File: config.mk
export PLATFORM = sky130hd
export DESIGN_NAME = ib_fifo
export DESIGN_NICKNAME = d
export VERILOG_FILES = /design/src/rtl/ib_fifo.sv
export SDC_FILE = /design/constraint.sdc
export NUM_CORES = 1
export LEC_CHECK = 0
export CELL_PAD_IN_SITES_DETAIL_PLACEMENT = 2
export CELL_PAD_IN_SITES_GLOBAL_PLACEMENT = 2
export CORE_MARGIN = 10
export CORE_UTILIZATION = 45
export DETAILED_ROUTE_END_ITERATION = 8
export PLACE_DENSITY_LB_ADDON = 0.1
export RECOVER_POWER = 25
export SETUP_SLACK_MARGIN = 0.1
export SLEW_MARGIN = 25
export SYNTH_ARGS = -nofsm -noshare
export SYNTH_HDL_FRONTEND = slang
export SYNTH_SLANG_ARGS = --single-unit
File: constraint.sdc
create_clock -name clk -period 4.65 [get_ports clk]
set_input_delay 0.6975 -clock clk [delete_from_list [all_inputs] [get_ports clk]]
set_output_delay 0.6975 -clock clk [all_outputs]
set_load 0.005 [all_outputs]
File: src/rtl/ib_fifo.sv
// ib_fifo: per-port input buffer with packet-boundary tracking and per-packet output-port request.
// Latency 1 cycle from write to head, registered ocredit; full-and-not-popping drops the write. Error checker under IB_ERR_CHECK_EN.
module ib_fifo #(
    parameter int DATAW = 66,
    parameter int VCHW  = 1,
    parameter int DEPTH = 4,
    parameter int PORTW = 1
) (
    input  logic                     clk,
    input  logic                     rst,
    input  logic [DATAW-1:0]         idata,
    input  logic                     ivalid,
    input  logic [VCHW-1:0]          ivch,
    output logic [DATAW-1:0]         odata,
    output logic                     ovalid,
    output logic [VCHW-1:0]          ovch,
    input  logic                     ordy,
    output logic                     ocredit,
    output logic                     oreq,
    output logic [PORTW-1:0]         oport,
    output logic [$clog2(DEPTH):0]   ocount,
    output logic                     oerr
);
    localparam int AW = $clog2(DEPTH);
    localparam int EW = VCHW + DATAW;
    localparam logic [AW:0] PTR_ONE   = {{AW{1'b0}}, 1'b1};
    localparam logic [1:0]  TYPE_HEAD = 2'd1;
    localparam logic [1:0]  TYPE_TAIL = 2'd3;

    typedef enum logic {S_IDLE, S_ACTIVE} state_t;

    logic [EW-1:0]    mem_q [DEPTH];
    logic [AW:0]      wptr_q, wptr_d, rptr_q, rptr_d;
    state_t           state_q, state_d;
    logic [PORTW-1:0] port_q, port_d;
    logic             credit_q;

    logic [EW-1:0]    head;
    logic [1:0]       head_type;
    logic             empty, full, pop, push, head_is_hd;

    assign head       = mem_q[rptr_q[AW-1:0]];
    assign head_type  = head[DATAW-1 -: 2];
    assign empty      = (wptr_q == rptr_q);
    assign full       = (wptr_q[AW] != rptr_q[AW]) && (wptr_q[AW-1:0] == rptr_q[AW-1:0]);
    assign pop        = !empty && ordy;
    assign push       = ivalid && (!full || pop);
    assign head_is_hd = !empty && (head_type == TYPE_HEAD);

    // Storage is not reset; stale entries are masked by the empty check below.
    assign ovalid  = !empty;
    assign odata   = empty ? '0 : head[DATAW-1:0];
    assign ovch    = empty ? '0 : head[DATAW +: VCHW];
    assign ocount  = wptr_q - rptr_q;
    assign ocredit = credit_q;
    assign oreq    = (state_q == S_ACTIVE) || head_is_hd;
    assign oport   = (state_q == S_ACTIVE) ? port_q :
                     (head_is_hd ? head[PORTW-1:0] : '0);

    always_comb begin
        wptr_d  = push ? wptr_q + PTR_ONE : wptr_q;
        rptr_d  = pop  ? rptr_q + PTR_ONE : rptr_q;
        state_d = state_q;
        port_d  = port_q;
        if (pop) begin
            if (head_type == TYPE_HEAD) begin
                state_d = S_ACTIVE;
                port_d  = head[PORTW-1:0];
            end else if (head_type == TYPE_TAIL) begin
                state_d = S_IDLE;
            end
        end
    end

    always_ff @(posedge clk) begin
        if (push) begin
            mem_q[wptr_q[AW-1:0]] <= {ivch, idata};
        end
    end

    always_ff @(posedge clk) begin
        if (rst) begin
            wptr_q   <= '0;
            rptr_q   <= '0;
            state_q  <= S_IDLE;
            port_q   <= '0;
            credit_q <= 1'b0;
        end else begin
            wptr_q   <= wptr_d;
            rptr_q   <= rptr_d;
            state_q  <= state_d;
            port_q   <= port_d;
            credit_q <= pop;
        end
    end

`ifdef IB_ERR_CHECK_EN
    localparam logic [1:0] TYPE_NONE = 2'd0;
    logic err_q, err_d;

    // Sticky: dropped write, body/tail without a packet open, or a head inside an open packet.
    always_comb begin
        err_d = err_q
              | (ivalid && full && !pop)
              | (pop && (state_q == S_IDLE) && (head_type != TYPE_NONE) && (head_type != TYPE_HEAD))
              | (pop && (state_q == S_ACTIVE) && (head_type == TYPE_HEAD));
    end

    always_ff @(posedge clk) begin
        if (rst) err_q <= 1'b0;
        else     err_q <= err_d;
    end

    assign oerr = err_q;
`else
    assign oerr = 1'b0;
`endif
endmodule

==> impl_metrics.yaml <==
run_status:
  result_of_the_run: "complete, no violations"
setup_path:
  timing.critical_path.depth: 7
  cpPeakStageDelay_ps: 620
  critPathLaunchType: "flip-flop"
  critPathSlowestCell: "sky130_fd_sc_hd__nor2_4"
  cp_delay_by_family_top: "buffers and inverters"
  worst-endpoint-arrival_ps: 3330
  crit_path_cell_trace: "inv_1 -> ha_1 -> nand2_1 -> nor2_4 -> buf_4 -> nor2b_1 -> clkdlybuf4s50_1"
  timing.critical_path.fanout_max: 30
  timing.critical_path.buf_inv: 3
  r2r.worst_path.cells: 6
  worstSetupPathType: "reg2out"
  cp_data_required_time_ps: 3950
  critical_path.endpoint_type: "output port"
clock_network:
  cts_inserted_buffers: 30
  cts_tree: "done"
  clock-root-buffer: "sky130_fd_sc_hd__clkbuf_16"
  cts.path.max_buffers: 3
  hold_buffers_post_cts: 0
  post_cts.repair.setup_buffers: 0
  register_clock_pin_slew_on_the_reported_worst_setup_and_hold_paths_ps: 60
  ctsResizeCount: 0
  clock_sink_count: 279
  clk-insertion-delay-late_ps: 560
  ctsHtreeMaxLevel: 1
global_route:
  antenna_found_initial: 6
  grtUsageTotal_pct: 18.7
  grt_overflow: 0
  maximum_number_of_pins_on_one_net_before_global_route_repair: 68
  grt_first_pass_wirelength_um: 42800
  number_of_global_route_vias_before_repair: 6246
sta:
  fmax_ghz: 0.248
  setup_viol_count_final: 0
  final.period_utilization_pct: 86.6
  grt_setup_unrepaired: "no"
  finalClockSkew_ps: 21.6
  final_max_slew_viol_count: 0
  relSlewSlack_pct: 49.0
  fin_hold_viols: 0
  fin_setup_tns_ps: 0
  final_period_minus_worst_setup_slack_ps: 4030
  timing_worst_slew_pin_value_ps: 765
  fin_hold_ws_ps: 564
floorplan:
  core-area_um2: 23500
  die_y_um: 174
  die_area_um2: 30400
  io-pin-count: 146
  floorplan.rows: 56
  effective_utilization_at_floorplan_pct: 45.6
  die_x_um: 174
worst_hold_path:
  holdPathStages: 2
  worstHoldPathType: "reg2reg"
routing:
  routed_via_density: 5.32
  drcViolationCount: 0
  avgRoutedWirePerCell_um: 28.6
  drt_iter0_markers: 304
  wirelength_um: 28400
  drt_pre_antenna_iters: 4
  antenna_violating_nets_post_route: 0
  detailroute.via_count: 5287
layout:
  layout.cells.most_common: "sky130_fd_sc_hd__edfxtp_1"
  synthToLayoutAreaGrowth_pct: 25.9
  layout-drive-gt1-share_pct: 18.0
  fillerInstances: 1986
  design_area_um2: 13500
  nNetsFinal: 729
  layout_common_cells: "268 x sky130_fd_sc_hd__edfxtp_1, 102 x sky130_fd_sc_hd__clkdlybuf4s50_1, 67 x sky130_fd_sc_hd__mux4_2, 67 x sky130_fd_sc_hd__nor2b_1, 42 x sky130_fd_sc_hd__dlygate4sd3_1"
yosys:
  yosys_warnings: 0
  synth-seq-cells: 279
  synth_fp_nets: 569
  syn_avg_cell_area_um2: 21.9
  netlist_instances: 490
  netlist_cell_types: 29
  ys_seq_area_share_pct: 77.2
  mappedNetlistArea_um2: 10700
job:
  cap_viol_max_count: 0
pwr:
  power.leakage_nw: 4.31
  peakVddDrop_mv: 0.348
  power-per-cell-area_nw_per_um2: 497
  totalPowerFinal_w: 0.00671
place:
  weighted_congestion_at_the_end_of_routability_driven_global_placement: 0.704
  dp_hpwl_um: 17600
  detailed_place.area_um2: 12600
  io_buffers: 144
## per-stage QoR
| stage | setup slack, ps | std cells | utilization, % |
|---|---|---|---|
| finish | 623 | 994 | 57.5 |
| global route | 365 | 991 | 57.4 |
| CTS | 540 | 990 | 57.4 |
| detailed placement | 1160 | 937 | 53.5 |
| global placement | 1370 | 934 | 53.2 |
| floorplan | 1500 | 490 | - |
## worst register-to-register path, stage by stage, from the launching register on
cell	delay (ps)
sky130_fd_sc_hd__dfxtp_1	410
sky130_fd_sc_hd__inv_1	130
sky130_fd_sc_hd__ha_1	340
sky130_fd_sc_hd__nand2_1	220
sky130_fd_sc_hd__o31a_1	310
sky130_fd_sc_hd__and2_4	620
sky130_fd_sc_hd__buf_12	320
## cells in the mapped netlist, drive strengths merged
cell type / n / share of area, %
nand2: 1 / 0.035
or2: 1 / 0.058
o211ai: 2 / 0.14
nor2b: 67 / 3.9
nor2: 11 / 0.39
a22o: 1 / 0.082
nor3b: 1 / 0.070
o311ai: 1 / 0.082
o31a: 1 / 0.082
or3b: 1 / 0.082
buf: 16 / 0.98
a21oi: 1 / 0.082
edfxtp: 268 / 75
and2: 3 / 0.18
dfxtp: 11 / 2.1
ha: 7 / 0.82
xnor2: 3 / 0.25
fa: 1 / 0.19
xor2: 4 / 0.33
o21ai: 2 / 0.093
mux2i: 3 / 0.28
conb: 1 / 0.035
clkbuf: 8 / 0.29
inv: 8 / 0.28
mux4: 67 / 14
## cell families (layout without fill, tap and decap cells)
family | after synthesis | in the layout | synth area share [%]
muxes | 70 | 70 | 14.4
DFF | 279 | 279 | 77.2
adders and majority gates | 8 | 8 | 1.00
and+or+nand+nor | 85 | 85 | 4.72
other | 1 | 5 | 0.0350
buffers and inverters | 32 | 213 | 1.55
xor gates and xnor gates | 7 | 7 | 0.572
AOI/OAI and AO/OA | 8 | 8 | 0.561
## routing by layer
| metal | vias up | wire [µm] | part of all wire (%) | GRT usage [%] |
|---|---|---|---|---|
| met2 | 165 | 14900 | 52 | 32.9 |
| li1 | 2295 | - | - | - |
| met1 | 2783 | 11400 | 40 | 22.8 |
| met4 | 6 | 529 | 1.9 | 3.99 |
| met5 | - | 47 | 0.17 | 0 |
| met3 | 38 | 1610 | 5.7 | 4.53 |
## path summary, 6_finish.rpt
kind	from	to	slack, ps
hold reg to reg	port_q$_SDFFE_PP0P_	port_q$_SDFFE_PP0P_	560
hold / removal	port_q$_SDFFE_PP0P_	port_q$_SDFFE_PP0P_	560
setup reg to reg	wptr_q[0]$_SDFFE_PP0P_	mem_q[1][43]$_DFFE_PP_	1950
setup / recovery	wptr_q[0]$_SDFFE_PP0P_	odata[24]	620
## power breakdown
group          internal (W)  switching, W  leakage [nW]
combinational      0.000831      0.000634          1.32
clock               0.00129      0.000957         0.443
sequential          0.00289      0.000105          2.55
## flip-flops by register name, indices dropped and copies added, names as in the netlist, named ones only
signal	count
mem_q	268
rptr_q	3
wptr_q	3
ocredit	1
port_q	1
state_q	1
## area by class of cell
class,instances,area [µm²],share of cell area (%)
well taps,319,399,2.96
repair buffers,152,1570,11.6
diodes,4,10.0,0.0742
clock buffers,37,777,5.76
inverters,8,31.3,0.232
clock inverters,16,130,0.965
multi-input cells,179,2290,17.0
flip-flops and latches,279,8280,61.4
No activity file was read; power rests on OpenSTA's default activity.
